**src/rtl/axi4_host_port_guard_if.sv**
```systemverilog
// AXI4 bundle for one side of axi4_host_port_guard. "slave" faces the host,
// "master" faces the accelerator.
interface axi4_host_port_guard_if #(
  parameter int unsigned DATA_WIDTH = 32,
  parameter int unsigned ADDR_WIDTH = 16,
  parameter int unsigned ID_WIDTH   = 8,
  parameter int unsigned STRB_WIDTH = DATA_WIDTH / 8
);
  logic                  awvalid;
  logic                  awready;
  logic [ID_WIDTH-1:0]   awid;
  logic [ADDR_WIDTH-1:0] awaddr;
  logic [7:0]            awlen;
  logic [2:0]            awsize;
  logic [1:0]            awburst;
  logic                  awlock;
  logic [3:0]            awcache;
  logic [2:0]            awprot;
  logic [3:0]            awqos;

  logic                  wvalid;
  logic                  wready;
  logic [DATA_WIDTH-1:0] wdata;
  logic [STRB_WIDTH-1:0] wstrb;
  logic                  wlast;

  logic                  bvalid;
  logic                  bready;
  logic [ID_WIDTH-1:0]   bid;
  logic [1:0]            bresp;

  logic                  arvalid;
  logic                  arready;
  logic [ID_WIDTH-1:0]   arid;
  logic [ADDR_WIDTH-1:0] araddr;
  logic [7:0]            arlen;
  logic [2:0]            arsize;
  logic [1:0]            arburst;
  logic                  arlock;
  logic [3:0]            arcache;
  logic [2:0]            arprot;
  logic [3:0]            arqos;

  logic                  rvalid;
  logic                  rready;
  logic [ID_WIDTH-1:0]   rid;
  logic [DATA_WIDTH-1:0] rdata;
  logic [1:0]            rresp;
  logic                  rlast;

  modport master (
    output awvalid, awid, awaddr, awlen, awsize, awburst, awlock, awcache, awprot, awqos,
    input  awready,
    output wvalid, wdata, wstrb, wlast,
    input  wready,
    input  bvalid, bid, bresp,
    output bready,
    output arvalid, arid, araddr, arlen, arsize, arburst, arlock, arcache, arprot, arqos,
    input  arready,
    input  rvalid, rid, rdata, rresp, rlast,
    output rready
  );

  modport slave (
    input  awvalid, awid, awaddr, awlen, awsize, awburst, awlock, awcache, awprot,
    output awready,
    input  wvalid, wdata, wstrb, wlast,
    output wready,
    output bvalid, bid, bresp,
    input  bready,
    input  arvalid, arid, araddr, arlen, arsize, arburst, arlock, arcache, arprot,
    output arready,
    output rvalid, rid, rdata, rresp, rlast,
    input  rready
  );
endinterface

```
**src/rtl/axi4_host_port_guard.sv**
```systemverilog
// AXI4 host-port guard: outstanding limits, W-after-AW gating, WLAST checking.
// Optional watchdog enabled by defining AXI_GUARD_TIMEOUT_EN.
module axi4_host_port_guard #(
  parameter int unsigned DATA_WIDTH      = 32,
  parameter int unsigned ADDR_WIDTH      = 16,
  parameter int unsigned ID_WIDTH        = 8,
  parameter int unsigned STRB_WIDTH      = DATA_WIDTH / 8,
  parameter int unsigned MAX_OUTSTANDING = 4,
  parameter int unsigned TIMEOUT_CYCLES  = 1024,
  localparam int unsigned CNT_W = $clog2(MAX_OUTSTANDING + 1),
  localparam int unsigned PTR_W = (MAX_OUTSTANDING > 1) ? $clog2(MAX_OUTSTANDING) : 1
) (
  input  logic                        clk,
  input  logic                        rst,
  axi4_host_port_guard_if.slave       s,
  axi4_host_port_guard_if.master      m,
  input  logic                        err_clr,
  output logic [CNT_W-1:0]            wr_outstanding,
  output logic [CNT_W-1:0]            rd_outstanding,
  output logic                        err_wlast,
  output logic                        err_timeout,
  output logic [7:0]                  err_count
);

  logic             wr_full, rd_full, lenq_full, lenq_empty;
  logic             aw_hs, w_hs, b_hs, ar_hs, r_hs;
  logic             b_dec, r_dec, w_final;
  logic             ev_wlast, ev_b, ev_r, ev_tmo;
  logic [7:0]       lq_mem [MAX_OUTSTANDING];
  logic [PTR_W-1:0] lq_wr_ptr, lq_rd_ptr;
  logic [CNT_W-1:0] lq_cnt;
  logic [7:0]       beat;
  logic [7:0]       head_len;
  logic [2:0]       err_inc;
  logic [8:0]       err_sum;

  assign wr_full    = (wr_outstanding == CNT_W'(MAX_OUTSTANDING));
  assign rd_full    = (rd_outstanding == CNT_W'(MAX_OUTSTANDING));
  assign lenq_full  = (lq_cnt == CNT_W'(MAX_OUTSTANDING));
  assign lenq_empty = (lq_cnt == '0);

  // AW channel
  assign m.awvalid = s.awvalid & ~wr_full & ~lenq_full;
  assign s.awready = m.awready & ~wr_full & ~lenq_full;
  assign m.awid    = ID_WIDTH'(s.awid);
  assign m.awaddr  = ADDR_WIDTH'(s.awaddr);
  assign m.awlen   = s.awlen;
  assign m.awsize  = s.awsize;
  assign m.awburst = s.awburst;
  assign m.awlock  = s.awlock;
  assign m.awcache = s.awcache;
  assign m.awprot  = s.awprot;
  assign m.awqos   = '0;

  // W channel: held back until the length queue holds a burst
  assign m.wvalid = s.wvalid & ~lenq_empty;
  assign s.wready = m.wready & ~lenq_empty;
  assign m.wdata  = DATA_WIDTH'(s.wdata);
  assign m.wstrb  = STRB_WIDTH'(s.wstrb);
  assign m.wlast  = s.wlast;

  // B channel
  assign s.bvalid = m.bvalid;
  assign m.bready = s.bready;
  assign s.bid    = m.bid;
  assign s.bresp  = m.bresp;

  // AR channel
  assign m.arvalid = s.arvalid & ~rd_full;
  assign s.arready = m.arready & ~rd_full;
  assign m.arid    = s.arid;
  assign m.araddr  = s.araddr;
  assign m.arlen   = s.arlen;
  assign m.arsize  = s.arsize;
  assign m.arburst = s.arburst;
  assign m.arlock  = s.arlock;
  assign m.arcache = s.arcache;
  assign m.arprot  = s.arprot;
  assign m.arqos   = '0;

  // R channel
  assign s.rvalid = m.rvalid;
  assign m.rready = s.rready;
  assign s.rid    = m.rid;
  assign s.rdata  = m.rdata;
  assign s.rresp  = m.rresp;
  assign s.rlast  = m.rlast;

  assign aw_hs = s.awvalid & s.awready;
  assign w_hs  = s.wvalid & s.wready;
  assign b_hs  = m.bvalid & s.bready;
  assign ar_hs = s.arvalid & s.arready;
  assign r_hs  = m.rvalid & s.rready;

  assign b_dec = b_hs & (wr_outstanding != '0);
  assign r_dec = r_hs & m.rlast & (rd_outstanding != '0);

  assign head_len = lq_mem[lq_rd_ptr];
  assign w_final  = (beat == head_len);

  assign ev_wlast = w_hs & (s.wlast != w_final);
  assign ev_b     = b_hs & (wr_outstanding == '0);
  assign ev_r     = r_hs & (rd_outstanding == '0);

  always_ff @(posedge clk or posedge rst) begin
    if (rst) begin
      wr_outstanding <= '0;
      rd_outstanding <= '0;
    end else begin
      if (aw_hs && !b_dec)      wr_outstanding <= wr_outstanding + 1'b1;
      else if (!aw_hs && b_dec) wr_outstanding <= wr_outstanding - 1'b1;
      if (ar_hs && !r_dec)      rd_outstanding <= rd_outstanding + 1'b1;
      else if (!ar_hs && r_dec) rd_outstanding <= rd_outstanding - 1'b1;
    end
  end

  always_ff @(posedge clk) begin
    if (aw_hs) lq_mem[lq_wr_ptr] <= s.awlen;
  end

  // Beats are counted against AWLEN; WLAST is only checked, never trusted.
  always_ff @(posedge clk or posedge rst) begin
    if (rst) begin
      lq_wr_ptr <= '0;
      lq_rd_ptr <= '0;
      lq_cnt    <= '0;
      beat      <= '0;
    end else begin
      if (aw_hs)
        lq_wr_ptr <= (lq_wr_ptr == PTR_W'(MAX_OUTSTANDING - 1)) ? '0 : lq_wr_ptr + 1'b1;
      if (w_hs && w_final)
        lq_rd_ptr <= (lq_rd_ptr == PTR_W'(MAX_OUTSTANDING - 1)) ? '0 : lq_rd_ptr + 1'b1;
      if (aw_hs && !(w_hs && w_final))      lq_cnt <= lq_cnt + 1'b1;
      else if (!aw_hs && (w_hs && w_final)) lq_cnt <= lq_cnt - 1'b1;
      if (w_hs) beat <= w_final ? '0 : beat + 1'b1;
    end
  end

`ifdef AXI_GUARD_TIMEOUT_EN
  logic [31:0] wd_cnt;
  logic        wd_clear;

  assign wd_clear = aw_hs | w_hs | b_hs | ar_hs | r_hs |
                    ((wr_outstanding == '0) & (rd_outstanding == '0));
  // Counter parks at the limit so the event fires only once per stall.
  assign ev_tmo   = ~wd_clear & (wd_cnt == 32'(TIMEOUT_CYCLES - 1));

  always_ff @(posedge clk or posedge rst) begin
    if (rst) begin
      wd_cnt      <= '0;
      err_timeout <= 1'b0;
    end else begin
      if (wd_clear)                            wd_cnt <= '0;
      else if (wd_cnt != 32'(TIMEOUT_CYCLES))  wd_cnt <= wd_cnt + 1'b1;
      if (err_clr)     err_timeout <= 1'b0;
      else if (ev_tmo) err_timeout <= 1'b1;
    end
  end
`else
  assign ev_tmo      = 1'b0;
  assign err_timeout = 1'b0;
`endif

  assign err_inc = 3'(ev_wlast) + 3'(ev_b) + 3'(ev_r) + 3'(ev_tmo);
  assign err_sum = {1'b0, err_count} + 9'(err_inc);

  always_ff @(posedge clk or posedge rst) begin
    if (rst) begin
      err_wlast <= 1'b0;
      err_count <= '0;
    end else if (err_clr) begin
      err_wlast <= 1'b0;
      err_count <= '0;
    end else begin
      if (ev_wlast) err_wlast <= 1'b1;
      err_count <= err_sum[8] ? 8'hFF : err_sum[7:0];
    end
  end

endmodule

```
**src/flat_wrapper.sv**
```systemverilog
// flat-port wrapper written by rule: the top's interface ports become plain ports
module axi4_host_port_guard_flat 
#(
  parameter int unsigned DATA_WIDTH      = 32,
  parameter int unsigned ADDR_WIDTH      = 16,
  parameter int unsigned ID_WIDTH        = 8,
  parameter int unsigned STRB_WIDTH      = DATA_WIDTH / 8,
  parameter int unsigned MAX_OUTSTANDING = 4,
  parameter int unsigned TIMEOUT_CYCLES  = 1024,
  localparam int unsigned CNT_W = $clog2(MAX_OUTSTANDING + 1),
  localparam int unsigned PTR_W = (MAX_OUTSTANDING > 1) ? $clog2(MAX_OUTSTANDING) : 1
)
  (clk, rst, err_clr, wr_outstanding, rd_outstanding, err_wlast, err_timeout, err_count, s_awvalid, s_awid, s_awaddr, s_awlen, s_awsize, s_awburst, s_awlock, s_awcache, s_awprot, s_awready, s_wvalid, s_wdata, s_wstrb, s_wlast, s_wready, s_bvalid, s_bid, s_bresp, s_bready, s_arvalid, s_arid, s_araddr, s_arlen, s_arsize, s_arburst, s_arlock, s_arcache, s_arprot, s_arready, s_rvalid, s_rid, s_rdata, s_rresp, s_rlast, s_rready, m_awvalid, m_awid, m_awaddr, m_awlen, m_awsize, m_awburst, m_awlock, m_awcache, m_awprot, m_awqos, m_awready, m_wvalid, m_wdata, m_wstrb, m_wlast, m_wready, m_bvalid, m_bid, m_bresp, m_bready, m_arvalid, m_arid, m_araddr, m_arlen, m_arsize, m_arburst, m_arlock, m_arcache, m_arprot, m_arqos, m_arready, m_rvalid, m_rid, m_rdata, m_rresp, m_rlast, m_rready);
  axi4_host_port_guard_if #(.DATA_WIDTH(DATA_WIDTH), .ADDR_WIDTH(ADDR_WIDTH), .ID_WIDTH(ID_WIDTH), .STRB_WIDTH(STRB_WIDTH)) s_i ();
  axi4_host_port_guard_if #(.DATA_WIDTH(DATA_WIDTH), .ADDR_WIDTH(ADDR_WIDTH), .ID_WIDTH(ID_WIDTH), .STRB_WIDTH(STRB_WIDTH)) m_i ();
  input  logic clk;
  input  logic rst;
  input  logic err_clr;
  output logic [CNT_W-1:0] wr_outstanding;
  output logic [CNT_W-1:0] rd_outstanding;
  output logic err_wlast;
  output logic err_timeout;
  output logic [7:0] err_count;
  input wire logic [$bits(s_i.awvalid)-1:0] s_awvalid;
  input wire logic [$bits(s_i.awid)-1:0] s_awid;
  input wire logic [$bits(s_i.awaddr)-1:0] s_awaddr;
  input wire logic [$bits(s_i.awlen)-1:0] s_awlen;
  input wire logic [$bits(s_i.awsize)-1:0] s_awsize;
  input wire logic [$bits(s_i.awburst)-1:0] s_awburst;
  input wire logic [$bits(s_i.awlock)-1:0] s_awlock;
  input wire logic [$bits(s_i.awcache)-1:0] s_awcache;
  input wire logic [$bits(s_i.awprot)-1:0] s_awprot;
  output wire logic [$bits(s_i.awready)-1:0] s_awready;
  input wire logic [$bits(s_i.wvalid)-1:0] s_wvalid;
  input wire logic [$bits(s_i.wdata)-1:0] s_wdata;
  input wire logic [$bits(s_i.wstrb)-1:0] s_wstrb;
  input wire logic [$bits(s_i.wlast)-1:0] s_wlast;
  output wire logic [$bits(s_i.wready)-1:0] s_wready;
  output wire logic [$bits(s_i.bvalid)-1:0] s_bvalid;
  output wire logic [$bits(s_i.bid)-1:0] s_bid;
  output wire logic [$bits(s_i.bresp)-1:0] s_bresp;
  input wire logic [$bits(s_i.bready)-1:0] s_bready;
  input wire logic [$bits(s_i.arvalid)-1:0] s_arvalid;
  input wire logic [$bits(s_i.arid)-1:0] s_arid;
  input wire logic [$bits(s_i.araddr)-1:0] s_araddr;
  input wire logic [$bits(s_i.arlen)-1:0] s_arlen;
  input wire logic [$bits(s_i.arsize)-1:0] s_arsize;
  input wire logic [$bits(s_i.arburst)-1:0] s_arburst;
  input wire logic [$bits(s_i.arlock)-1:0] s_arlock;
  input wire logic [$bits(s_i.arcache)-1:0] s_arcache;
  input wire logic [$bits(s_i.arprot)-1:0] s_arprot;
  output wire logic [$bits(s_i.arready)-1:0] s_arready;
  output wire logic [$bits(s_i.rvalid)-1:0] s_rvalid;
  output wire logic [$bits(s_i.rid)-1:0] s_rid;
  output wire logic [$bits(s_i.rdata)-1:0] s_rdata;
  output wire logic [$bits(s_i.rresp)-1:0] s_rresp;
  output wire logic [$bits(s_i.rlast)-1:0] s_rlast;
  input wire logic [$bits(s_i.rready)-1:0] s_rready;
  output wire logic [$bits(m_i.awvalid)-1:0] m_awvalid;
  output wire logic [$bits(m_i.awid)-1:0] m_awid;
  output wire logic [$bits(m_i.awaddr)-1:0] m_awaddr;
  output wire logic [$bits(m_i.awlen)-1:0] m_awlen;
  output wire logic [$bits(m_i.awsize)-1:0] m_awsize;
  output wire logic [$bits(m_i.awburst)-1:0] m_awburst;
  output wire logic [$bits(m_i.awlock)-1:0] m_awlock;
  output wire logic [$bits(m_i.awcache)-1:0] m_awcache;
  output wire logic [$bits(m_i.awprot)-1:0] m_awprot;
  output wire logic [$bits(m_i.awqos)-1:0] m_awqos;
  input wire logic [$bits(m_i.awready)-1:0] m_awready;
  output wire logic [$bits(m_i.wvalid)-1:0] m_wvalid;
  output wire logic [$bits(m_i.wdata)-1:0] m_wdata;
  output wire logic [$bits(m_i.wstrb)-1:0] m_wstrb;
  output wire logic [$bits(m_i.wlast)-1:0] m_wlast;
  input wire logic [$bits(m_i.wready)-1:0] m_wready;
  input wire logic [$bits(m_i.bvalid)-1:0] m_bvalid;
  input wire logic [$bits(m_i.bid)-1:0] m_bid;
  input wire logic [$bits(m_i.bresp)-1:0] m_bresp;
  output wire logic [$bits(m_i.bready)-1:0] m_bready;
  output wire logic [$bits(m_i.arvalid)-1:0] m_arvalid;
  output wire logic [$bits(m_i.arid)-1:0] m_arid;
  output wire logic [$bits(m_i.araddr)-1:0] m_araddr;
  output wire logic [$bits(m_i.arlen)-1:0] m_arlen;
  output wire logic [$bits(m_i.arsize)-1:0] m_arsize;
  output wire logic [$bits(m_i.arburst)-1:0] m_arburst;
  output wire logic [$bits(m_i.arlock)-1:0] m_arlock;
  output wire logic [$bits(m_i.arcache)-1:0] m_arcache;
  output wire logic [$bits(m_i.arprot)-1:0] m_arprot;
  output wire logic [$bits(m_i.arqos)-1:0] m_arqos;
  input wire logic [$bits(m_i.arready)-1:0] m_arready;
  input wire logic [$bits(m_i.rvalid)-1:0] m_rvalid;
  input wire logic [$bits(m_i.rid)-1:0] m_rid;
  input wire logic [$bits(m_i.rdata)-1:0] m_rdata;
  input wire logic [$bits(m_i.rresp)-1:0] m_rresp;
  input wire logic [$bits(m_i.rlast)-1:0] m_rlast;
  output wire logic [$bits(m_i.rready)-1:0] m_rready;
  assign s_i.awvalid = s_awvalid;
  assign s_i.awid = s_awid;
  assign s_i.awaddr = s_awaddr;
  assign s_i.awlen = s_awlen;
  assign s_i.awsize = s_awsize;
  assign s_i.awburst = s_awburst;
  assign s_i.awlock = s_awlock;
  assign s_i.awcache = s_awcache;
  assign s_i.awprot = s_awprot;
  assign s_awready = s_i.awready;
  assign s_i.wvalid = s_wvalid;
  assign s_i.wdata = s_wdata;
  assign s_i.wstrb = s_wstrb;
  assign s_i.wlast = s_wlast;
  assign s_wready = s_i.wready;
  assign s_bvalid = s_i.bvalid;
  assign s_bid = s_i.bid;
  assign s_bresp = s_i.bresp;
  assign s_i.bready = s_bready;
  assign s_i.arvalid = s_arvalid;
  assign s_i.arid = s_arid;
  assign s_i.araddr = s_araddr;
  assign s_i.arlen = s_arlen;
  assign s_i.arsize = s_arsize;
  assign s_i.arburst = s_arburst;
  assign s_i.arlock = s_arlock;
  assign s_i.arcache = s_arcache;
  assign s_i.arprot = s_arprot;
  assign s_arready = s_i.arready;
  assign s_rvalid = s_i.rvalid;
  assign s_rid = s_i.rid;
  assign s_rdata = s_i.rdata;
  assign s_rresp = s_i.rresp;
  assign s_rlast = s_i.rlast;
  assign s_i.rready = s_rready;
  assign m_awvalid = m_i.awvalid;
  assign m_awid = m_i.awid;
  assign m_awaddr = m_i.awaddr;
  assign m_awlen = m_i.awlen;
  assign m_awsize = m_i.awsize;
  assign m_awburst = m_i.awburst;
  assign m_awlock = m_i.awlock;
  assign m_awcache = m_i.awcache;
  assign m_awprot = m_i.awprot;
  assign m_awqos = m_i.awqos;
  assign m_i.awready = m_awready;
  assign m_wvalid = m_i.wvalid;
  assign m_wdata = m_i.wdata;
  assign m_wstrb = m_i.wstrb;
  assign m_wlast = m_i.wlast;
  assign m_i.wready = m_wready;
  assign m_i.bvalid = m_bvalid;
  assign m_i.bid = m_bid;
  assign m_i.bresp = m_bresp;
  assign m_bready = m_i.bready;
  assign m_arvalid = m_i.arvalid;
  assign m_arid = m_i.arid;
  assign m_araddr = m_i.araddr;
  assign m_arlen = m_i.arlen;
  assign m_arsize = m_i.arsize;
  assign m_arburst = m_i.arburst;
  assign m_arlock = m_i.arlock;
  assign m_arcache = m_i.arcache;
  assign m_arprot = m_i.arprot;
  assign m_arqos = m_i.arqos;
  assign m_i.arready = m_arready;
  assign m_i.rvalid = m_rvalid;
  assign m_i.rid = m_rid;
  assign m_i.rdata = m_rdata;
  assign m_i.rresp = m_rresp;
  assign m_i.rlast = m_rlast;
  assign m_rready = m_i.rready;
  axi4_host_port_guard #(.DATA_WIDTH(DATA_WIDTH), .ADDR_WIDTH(ADDR_WIDTH), .ID_WIDTH(ID_WIDTH), .STRB_WIDTH(STRB_WIDTH), .MAX_OUTSTANDING(MAX_OUTSTANDING), .TIMEOUT_CYCLES(TIMEOUT_CYCLES)) u_core (.clk(clk), .rst(rst), .s(s_i), .m(m_i), .err_clr(err_clr), .wr_outstanding(wr_outstanding), .rd_outstanding(rd_outstanding), .err_wlast(err_wlast), .err_timeout(err_timeout), .err_count(err_count));
endmodule
```
**config.mk**
```make
export PLATFORM = sky130hd
export DESIGN_NAME = axi4_host_port_guard_flat
export DESIGN_NICKNAME = d
export VERILOG_FILES = /design/src/rtl/axi4_host_port_guard_if.sv /design/src/rtl/axi4_host_port_guard.sv /design/src/flat_wrapper.sv
export SDC_FILE = /design/constraint.sdc
export NUM_CORES = 1
export LEC_CHECK = 0
export CAP_MARGIN = 20
export CORE_AREA = 2 2 158 160
export DETAILED_ROUTE_END_ITERATION = 8
export DIE_AREA = 0 0 160 162
export GPL_TIMING_DRIVEN = 0
export PLACE_DENSITY = 0.66
export SYNTH_ARGS = -nofsm -noshare
export SYNTH_HDL_FRONTEND = slang
export SYNTH_SLANG_ARGS = --single-unit
```
**constraint.sdc**
```tcl
create_clock -name clk -period 3.5 [get_ports clk]
set_input_delay 0.875 -clock clk [delete_from_list [all_inputs] [get_ports clk]]
set_output_delay 0.875 -clock clk [all_outputs]
set_load 0.02 [all_outputs]
```
Yosys cells after proc, flatten, opt, wreduce, memory -nomap -nowiden
Memory sizes are Yosys's and may differ from the RTL's.
Cells that the tools add are included.
{ "classes": {"add_sub_neg": 12, "mul": 0, "div_mod_pow": 0, "order_cmp": 0, "n_eq_ne": 7, "n_shift": 0, "n_mux": 15, "bitwise": 23, "reduce_logical": 21} }
{ "ops": {"columns": ["op", "count"], "rows": [
  ["two-way mux 8 bit", 3],
  ["AND 1 bit", 19],
  ["two-way mux 3 bit", 6],
  ["adder 3 x 1 -> 3 bit (second input constant)", 3],
  ["adder 8 x 3 -> 9 bit", 1],
  ["== test 3 bit (second input constant)", 3],
  ["logical NOT 3 bit", 3],
  ["subtractor 3 x 1 -> 3 bit (second input constant)", 3],
  ["adder 8 x 1 -> 8 bit (second input constant)", 1],
  ["== test 8 bit", 1],
  ["nonzero test 2 bit", 4],
  ["logical AND 1 bit", 7],
  ["nonzero test 3 bit", 2],
  ["logical NOT 1 bit", 5],
  ["adder 2 x 1 -> 2 bit (second input constant)", 2],
  ["== test 2 bit (second input constant)", 2],
  ["two-way mux 1 bit", 4],
  ["two-way mux 2 bit", 2],
  ["NOT 1 bit", 4],
  ["adder 3 x 1 -> 3 bit", 1],
  ["adder 1 x 1 -> 2 bit", 1],
  ["inequality test 1 bit", 1]
]} }
{ "totals": {"register_bits": 30, "latchBits": 0, "mem_bits_rw": 32, "mem_bits_ro": 0, "inputBits": 193, "out_inout_bits": 214, "mem_count": 1} }
{ "mem_list": {"columns": ["memory", "depth", "width", "rd", "rd_ports_with_merged_regs", "wr", "line", "rtl"], "rows": [
  ["u_core.lq_mem", 4, 8, 1, 0, 1, "axi4_host_port_guard.sv:29", "logic [7:0] lq_mem [MAX_OUTSTANDING];"]
]} }

Logic depth before layout (Yosys ltp)
Gate-level depths: netlist of the first run.
{ "depth": {"word_depth": 10, "depth_mapped": 15, "depth_no_buf": 14} }

Worst setup path before layout of the first run
OpenSTA, ideal clock, no wires.
{ "synth_timing": {"kind": "input -> register", "from": "in s_wvalid", "to": "reg u_core.err_count[0]", "setup_ps": 136, "arrival_time_ps": 3512, "required_time_ps": 3364, "path_slack_ps": -148, "cell_stages": 13, "path_buffers": 2, "cell_sequence": "o31a_1 -> nand2_1 -> clkbuf_1 -> clkbuf_1 -> a21oi_1 -> fa_1 -> ha_1 -> fa_1 -> a21o_1 -> nand2_1 -> nor2_1 -> nand3_1 -> a21oi_1"} }
{ "synth_between": {"elab_chain_len": 7} }
{ "synth_rtl": {"columns": ["element", "line", "rtl"], "rows": [
  ["start: declaration", "flat_wrapper.sv:34", "input wire logic [$bits(s_i.wvalid)-1:0] s_wvalid;"],
  ["AND 1 bit", "axi4_host_port_guard.sv:90", "assign w_hs = s.wvalid & s.wready;"],
  ["AND 1 bit", "axi4_host_port_guard.sv:101", "assign ev_wlast = w_hs & (s.wlast != w_final);"],
  ["adder 1 x 1 -> 2 bit", "axi4_host_port_guard.sv:164", "assign err_inc = 3'(ev_wlast) + 3'(ev_b) + 3'(ev_r) + 3'(ev_tmo);"],
  ["adder 3 x 1 -> 3 bit", "axi4_host_port_guard.sv:164", null],
  ["adder 8 x 3 -> 9 bit", "axi4_host_port_guard.sv:165", "assign err_sum = {1'b0, err_count} + 9'(err_inc);"],
  ["two-way mux 8 bit", "axi4_host_port_guard.sv:176", "err_count <= err_sum[8] ? 8'hFF : err_sum[7:0];"],
  ["two-way mux 8 bit", "axi4_host_port_guard.sv:171", "end else if (err_clr) begin"],
  ["end signal: assignment", "axi4_host_port_guard.sv:176", null],
  ["end: declaration", "axi4_host_port_guard.sv:22", "output logic [7:0] err_count"]
]} }
Every way passes these cells.
A chain may end at the register's enable or synchronous reset.

Worst setup path in the final report of the first run
{ "layout_timing": {"from": "reg u_core.lq_rd_ptr[0]", "to": "reg u_core.err_count[4]"} }
{ "layout_between": {"elab_chain_len": 9} }
{ "layout_rtl": {"columns": ["element", "line", "rtl"], "rows": [
  ["start: declaration", "axi4_host_port_guard.sv:30", "logic [PTR_W-1:0] lq_wr_ptr, lq_rd_ptr;"],
  ["start signal: assignment", "axi4_host_port_guard.sv:132", "lq_rd_ptr <= (lq_rd_ptr == PTR_W'(MAX_OUTSTANDING - 1)) ? '0 : lq_rd_ptr + 1'b1;"],
  ["memory (4 x 8 bit)", null, null],
  ["== test 8 bit", "axi4_host_port_guard.sv:99", "assign w_final = (beat == head_len);"],
  ["inequality test 1 bit", "axi4_host_port_guard.sv:101", null],
  ["AND 1 bit", "axi4_host_port_guard.sv:101", null],
  ["adder 1 x 1 -> 2 bit", "axi4_host_port_guard.sv:164", null],
  ["adder 3 x 1 -> 3 bit", "axi4_host_port_guard.sv:164", null],
  ["adder 8 x 3 -> 9 bit", "axi4_host_port_guard.sv:165", null],
  ["two-way mux 8 bit", "axi4_host_port_guard.sv:176", null],
  ["two-way mux 8 bit", "axi4_host_port_guard.sv:171", null]
]} }
Every way passes these cells.

==> metrics.csv, run 1 <==
stage;metric;value;unit
status;outcome;finished with violations;
status;violations in the final reports;negative setup slack;
global_routing;M1 GR Usage;14.60;%
worst_setup_path;CP Max Fanout;5;
global_routing;M3 GR Usage;4.086;%
synth;number of synthesized flops with an enable pin;32;
sta;worst-margin pin slew;816.9;ps
floorplanning;die height;162;um
clock_tree;Worst-Skew Late Latency;330;ps
min_path;hold path endpoint;u_core.rd_outstanding[2]$_DFFE_PP0P_;
route;drt drc;0;
floorplanning;Initial Util;19.03;%
sta;final setup vio count;6;
pwr;sw frac;33.84;%
pwr;total power;3.469;mW
synth;sequential fraction of the synthesis area;37.31;%
worst_setup_path;RR Startpoint;u_core.lq_rd_ptr[0]$_DFFE_PP0P_;
pwr;sequential share of power;31.2;%
worst_setup_path;R2R depth;13;
placement;Port Buf Inserts;227;
floorplanning;row count;57;
worst_setup_path;critical path type;reg2reg;
global_routing;met2 Usage GRT;21.05;%
synth;Cell variety after synth;42;
floorplanning;area of the die;25920;um^2
sta;crit path time final;3525;ps
synth;Cells after Synth;436;
worst_setup_path;Worst R2R Setup Slack;-20;ps
pwr;Comb pwr share;40.8;%
floorplanning;Die W;160;um
synth;fraction of registers with async set/reset;48.39;%
flow_run;MaxCap Viol Count;0;
global_routing;largest net degree at the start of global routing;20;
placement;placed wire-length estimate;14350;um
worst_setup_path;Worst Setup End Kind;flop;
pwr;Lkg Pwr;3.351;nW
route;1st-iter DRT viols;81;
global_routing;initial antenna violation count;2;
global_routing;grt ovf;0;
sta;final setup margin;-24.77;ps
worst_setup_path;arrival time worst endpoint;3720;ps
floorplanning;core area;24110;um^2
route;post-DR vias/cell;3.636;
layout;Area Growth Syn to Fin;69.65;%
pwr;cell-internal power;2.295;mW
sta;fin. max-slew vios;0;
layout;share of cells above drive strength 1;36.99;%
layout;fill count;2464;
clock_tree;CTS max path bufs;2;
synth;Synth Register Bits;62;
pwr;Psw;1.174;mW
clock_tree;H-tree Lvls;3;
sta;Fin Clk Skew;8.517;ps
placement;gpl congestion;0.7898;
global_routing;busiest grt layer;met2;
worst_setup_path;Critical Path Source Type;flop;
route;DR vias;3701;
pwr;Pwr Density;445.7;nW/um^2
sta;crit share post-route;100.7;%
clock_tree;CTS sink cnt;62;
global_routing;All-Layer GR Usage;12.25;%
sta;hold_ws;531.8;ps
synth;Synth Cell Area;4588;um^2
route;Post-DRT Antenna Nets;0;
worst_setup_path;RR Endpoint;u_core.err_count[4]$_DFF_PP0_;
synth;Syn. warnings;0;
route;WL final;16980;um
synth;ys flop type;edfxtp_1;
global_routing;number of global-route vias before repair;3733;
clock_tree;cts bufs inserted;9;
route;Routed WL per cell;16.68;um
sta;RSZ-0062 raised after global routing;yes;
min_path;Min-Delay Path Class;reg2reg;
worst_setup_path;Critical Path RT;3690;ps
pwr;clock share of power;28.0;%
route;Pre-antenna DRT Iters;4;
clock_tree;Root Driver;clkbuf_16;
sta;Max Freq;0.2837;GHz
global_routing;global-route wire length before repair;23760;um
clock_tree;CTS Hold Buffers Added;0;
pwr;VDD IR-drop max;0.3658;mV
floorplanning;IO Count;407;
clock_tree;CTS tree;yes;
clock_tree;clock transition at the registers of the reported paths;60;ps
min_path;Hold Path Cell Cnt;1;
sta;worst relative slew slack;45.04;%
synth;syn avg cell area;10.52;um^2
min_path;hold path start;u_core.rd_outstanding[2]$_DFFE_PP0P_;
sta;Fin. Hold Viols;0;
layout;nets;900;
Yosys cell counts, types with 4 or more instances:
cell,count,area (um^2)
xnor2_1,13,113.9
ha_1,15,187.7
buf_4,193,1449
o21ai_0,9,45.04
mux2_2,5,56.30
fa_1,5,100.1
nor3_1,5,25.02
nand3_1,4,20.02
nor2_1,19,71.32
xor2_1,8,70.07
clkbuf_1,4,15.01
dfrtp_1,30,750.7
and2_1,5,31.28
a21oi_1,11,55.05
edfxtp_1,32,960.9
inv_1,10,37.54
nand2_1,25,93.84
mux4_1,8,210.2
final cells by class:
| type | count | area, um^2 | area share (%) |
|---|---|---|---|
| repair buffers | 234 | 2349 | 30.17 |
| flip-flops and latches | 62 | 1712 | 21.99 |
| multi-input cells | 174 | 1484 | 19.06 |
| plain buffers | 196 | 1469 | 18.87 |
| well taps | 324 | 405.4 | 5.208 |
| clock buffers | 9 | 225.2 | 2.893 |
| clock inverters | 7 | 97.59 | 1.254 |
| inverters | 10 | 37.54 | 0.4822 |
| diodes | 2 | 5.005 | 0.06430 |
state kept, by name, summed over array words and instances (netlist names):
signal,flops
u_core.rd_outstanding,3
u_core.lq_mem,32
u_core.err_count,8
u_core.beat,8
u_core.wr_outstanding,3
u_core.lq_cnt,3
u_core.lq_wr_ptr,2
u_core.lq_rd_ptr,2
u_core.err_wlast,1
timing repair:
item / CTS / global route
pin swaps: 13 / 2
buffers inserted: 5 / 0
setup endpoints to repair: 8 / 8
gates resized for setup: 27 / 4
gates cloned: 1 / 0
per-layer routing:
| metal | vias up | wire length, um | part of all wire (%) |
|---|---|---|---|
| met5 | - | 18 | 0.11 |
| met4 | 2 | 276 | 1.6 |
| met3 | 20 | 1438 | 8.5 |
| met2 | 160 | 8666 | 51 |
| met1 | 1765 | 6575 | 39 |
| li1 | 1754 | - | - |
worst max-delay path: stages (launching register included):
cell and delay, ps:
dfrtp_1 410, buf_6 170, mux4_2 540, xnor2_2 210, and4_4 260, nand3_2 80
a21oi_2 170, fa_1 440, ha_2 210, fa_2 370, a21o_1 180, nand2_2 110
xor2_1 160, a21oi_1 80
layout by cell type (no fill, tap or decap), types with 4 or more instances in the layout:
master	instances
xnor2_2	8
inv_1	10
mux2_2	5
mux4_2	8
fa_1	4
edfxtp_1	32
nand2_1	24
a21oi_1	8
buf_4	198
ha_1	14
nor3_1	4
xnor2_1	5
nor2_1	18
clkdlybuf4s50_1	227
dfrtp_1	30
o21ai_0	8
xor2_1	8
clkbuf_16	9
conb_1	9
and2_1	5
kinds of logic (layout without fill, tap and decap cells):
kind of cell,Yosys count,count (layout),synth area share [%]
buffers and inverters,208,456,32.97
AND/OR/NAND/NOR,74,74,8.154
multiplexers,17,17,6.736
AO/OA/AOI/OAI,33,33,4.472
flip-flops,62,62,37.31
XOR/XNOR,21,21,4.009
adder cells (fa/ha/maj),20,20,6.272
other,1,11,0.08173
per-stage QoR:
stage | setup TNS, ps | util [%] | instances | setup WS [ps] | area (um^2)
2_1_floorplan | 0 | - | 444 | 15.65 | 4629
3_3_place_gp | -4429 | 30.31 | 995 | -575.2 | 7307
3_5_place_dp | -4451 | 30.43 | 996 | -575.8 | 7335
4_1_cts | -42.04 | 32.19 | 1016 | -18.68 | 7760
5_1_grt | -1151 | 32.28 | 1017 | -158.4 | 7781
6_report | -85.64 | 32.29 | 1018 | -24.77 | 7784
how the worst max path moves through the flow:
stage | start | end | slack [ps]
after global routing | u_core.lq_rd_ptr[0]$_DFFE_PP0P_ | u_core.err_count[7]$_DFF_PP0_ | -160
after detailed placement | s_wvalid | u_core.err_count[1]$_DFF_PP0_ | -580
after CTS | u_core.lq_rd_ptr[0]$_DFFE_PP0P_ | u_core.err_count[7]$_DFF_PP0_ | -20
after global placement | s_wvalid | u_core.err_count[0]$_DFF_PP0_ | -580
after floorplan | u_core.lq_rd_ptr[0]$_DFFE_PP0P_ | u_core.err_count[0]$_DFF_PP0_ | 20
final | u_core.lq_rd_ptr[0]$_DFFE_PP0P_ | u_core.err_count[4]$_DFF_PP0_ | -20
power groups by stage:
stage | Sequential [mW] | Clock [mW] | Combinational, mW
floorplan | 1.10 | 0 | 0.815
finish | 1.08 | 0.970 | 1.42
CTS | 1.08 | 0.994 | 1.43
detailed placement | 1.08 | 0 | 1.36
global route | 1.11 | 1.03 | 1.54
global placement | 1.08 | 0 | 1.34
No activity file was read; power rests on OpenSTA's default activity.
==> run 2: changes to the inputs <==
- CORE_AREA: 2 2 158 160 -> 2 2 157 159
- CTS_CLUSTER_DIAMETER: unset -> 80
- DIE_AREA: 0 0 160 162 -> 0 0 159 161
- PLACE_DENSITY: 0.66 -> 0.65
- clock period: 3.5 -> 4.5 ns (I/O delays scaled with it)
==> run 2 against run 1 <==
Net effect:
- hold slack gained 16 ps
- utilization is 0.59 points lower
- combinational power shrank 26%
- clock-buffer cell count rose by 1
- first-iteration DRC count grew 99%
- the run now ends clean
- sequential share of layout area is 0.54 points higher
- largest cell class unchanged
- power fell by 28%
- non-clock buffer count decreased by 5
- critical path type is now in2reg
==> metrics.csv, run 2 (synthesized netlist as in run 1, its figures left out) <==
stage;metric;value;unit
status;outcome;finished clean;
clock_tree;CTS sink cnt;62;
worst_setup_path;Worst Setup End Kind;flop;
worst_setup_path;R2R depth;14;
worst_setup_path;largest stage delay on the critical path;480;ps
route;Routed WL per cell;16.66;um
worst_setup_path;Critical Path Source Type;input pin;
floorplanning;core area;23960;um^2
pwr;Pwr Density;327.8;nW/um^2
route;post-DR vias/cell;3.630;
clock_tree;Root Driver;clkbuf_16;
clock_tree;clock transition at the registers of the reported paths;50;ps
global_routing;All-Layer GR Usage;12.32;%
sta;worst-margin pin slew;742.4;ps
route;met1 WL;6676;um
layout;Finished Cell Area;7596;um^2
floorplanning;IO Count;407;
sta;worst relative slew slack;50.05;%
flow_run;MaxCap Viol Count;0;
min_path;Min-Delay Path Class;reg2reg;
layout;share of cells above drive strength 1;32.31;%
layout;max reg flops;32;
pwr;total power;2.490;mW
sta;fin. max-slew vios;0;
layout;biggest regs;u_core.lq_mem (32), u_core.beat (8), u_core.err_count (8);
route;1st-iter DRT viols;161;
placement;Port Buf Inserts;227;
worst_setup_path;critical path type;in2reg;
global_routing;grt ovf;0;
route;WL final;16880;um
sta;crit path time final;4221;ps
worst_setup_path;crit path cell chain;clkdlybuf4s50_1 -> o31a_1 -> nand2_1 -> clkbuf_1 -> a21oi_2 -> fa_1 -> ha_1 -> fa_1 -> a21o_1 -> nand2_1 -> nor2_1 -> nand3_1 -> a21oi_1;
sta;final setup vio count;0;
pwr;sw frac;34.50;%
worst_setup_path;arrival time worst endpoint;4400;ps
route;Post-DRT Antenna Nets;0;
min_path;Hold Path Cell Cnt;2;
route;met2 WL;8432;um
layout;nets;895;
pwr;Lkg Pwr;3.272;nW
sta;RSZ-0062 raised after global routing;no;
layout;Area Growth Syn to Fin;65.56;%
clock_tree;CTS max path bufs;2;
clock_tree;Worst-Skew Late Latency;320;ps
layout;sequential cell area;1712;um^2
route;wire length on met3;1492;um
route;top sig layer;met5;
floorplanning;Die W;159;um
layout;fill count;2515;
clock_tree;CTS tree;yes;
sta;Fin Clk Skew;6.520;ps
clock_tree;H-tree Lvls;3;
global_routing;global-route wire length before repair;23650;um
clock_tree;cts bufs inserted;9;
floorplanning;Initial Util;19.15;%
route;DR vias;3677;
route;Pre-antenna DRT Iters;4;
layout;most frequent cells in the layout;clkdlybuf4s50_1 (227), buf_4 (193), edfxtp_1 (32);
pwr;sequential share of power;33.4;%
floorplanning;area of the die;25600;um^2
sta;Fin. Hold Viols;0;
sta;hold_ws;547.5;ps
placement;placed cell area;7323;um^2
global_routing;initial antenna violation count;3;
pwr;cell-internal power;1.631;mW
floorplanning;row count;57;
pwr;Comb pwr share;42.2;%
layout;area of the multi-input gates;1398;um^2
sta;crit share post-route;93.81;%
sta;Max Freq;0.2369;GHz
pwr;VDD IR-drop max;0.2853;mV
layout;Reg with most FFs;u_core.lq_mem;
worst_setup_path;Critical Path RT;4680;ps
global_routing;largest net degree at the start of global routing;20;
floorplanning;die height;161;um
clock_tree;# Post-CTS Setup Buffers;0;
worst_setup_path;CP Max Fanout;11;
pwr;clock share of power;24.4;%
placement;gpl congestion;0.8669;
global_routing;number of global-route vias before repair;3720;
route;drt drc;0;
pwr;Psw;0.8592;mW
layout;commonest non-fill, non-tap cell in the layout;clkdlybuf4s50_1;
placement;placed wire-length estimate;14800;um
worst_setup_path;Max stage delay cell, worst path;clkdlybuf4s50_1;
## run 2: cell types whose count changed in the layout (fill, tap and decap cells not counted), moves of 2 or more
| cell | before | now |
|---|---|---|
| nand3_1 | 2 | 4 |
| clkbuf_1 | 1 | 4 |
| xnor2_1 | 5 | 13 |
| a21oi_1 | 8 | 10 |
| xnor2_2 | 8 | 0 |
| clkinv_2 | 1 | 3 |
| bufinv_16 | 2 | 0 |
| mux4_1 | 0 | 8 |
| and4_4 | 2 | 0 |
| buf_4 | 198 | 193 |
| mux4_2 | 8 | 0 |
## run 2: final cells by class
type                       instances  area share [%]
timing repair buffer             228           30.28
sequential                        62           22.53
buffer                           197           19.37
multi-input combinational        174           18.40
tap                              324           5.337
clock buffer                      10           3.014
clock inverter                     6          0.5106
inverter                          10          0.4942
antenna                            2         0.06589
## run 2: timing repair
action,in CTS,in global routing
resized for setup,0,1
hold buffers,0,0
endpoints found under the setup margin,0,7
## run 2: per-stage QoR
stage | worst slack, ps | TNS (ps) | instances | util (%)
2_1_floorplan | 602.4 | 0 | 444 | -
3_3_place_gp | -326.6 | -2224 | 995 | 30.45
3_5_place_dp | -299.1 | -2042 | 996 | 30.56
4_1_cts | 10.13 | 0 | 1012 | 31.68
5_1_grt | 24.59 | 0 | 1013 | 31.70
6_report | 278.5 | 0 | 1013 | 31.70
## run 2: worst max-delay path: cells and delay by family
kind / cells / cell delay (ps)
fa+ha+maj: 3 / 1070
buf+inv: 2 / 820
compound gates: 4 / 690
simple gates: 4 / 690
## run 2: final timing paths
check	to	slack, ps	start
worst min register to register	u_core.err_wlast$_DFFE_PP0P_	550	u_core.err_wlast$_DFFE_PP0P_
max in group asynchronous	u_core.err_count[3]$_DFF_PP0_	2850	rst
min in group asynchronous	u_core.lq_rd_ptr[1]$_DFFE_PP0P_	1160	rst
worst max register to register	u_core.err_count[0]$_DFF_PP0_	440	u_core.lq_rd_ptr[1]$_DFFE_PP0P_
worst min-delay path	u_core.err_wlast$_DFFE_PP0P_	550	u_core.err_wlast$_DFFE_PP0P_
worst max-delay path	u_core.err_count[0]$_DFF_PP0_	280	s_wvalid
## run 2: power by group through the flow
| stage | Combinational [mW] | Sequential, mW | Clock (mW) |
|---|---|---|---|
| 2_1_floorplan | 0.633 | 0.854 | 0 |
| 3_3_place_gp | 1.04 | 0.839 | 0 |
| 3_5_place_dp | 1.06 | 0.845 | 0 |
| 4_1_cts | 1.06 | 0.835 | 0.624 |
| 5_1_grt | 1.14 | 0.856 | 0.652 |
| 6_report | 1.05 | 0.831 | 0.609 |
## run 2: routing by layer
metal	vias to the layer above	global-route usage [%]
met5	-	0
met4	2	3.264
met3	18	4.571
met2	176	20.87
met1	1720	14.78
li1	1761	-
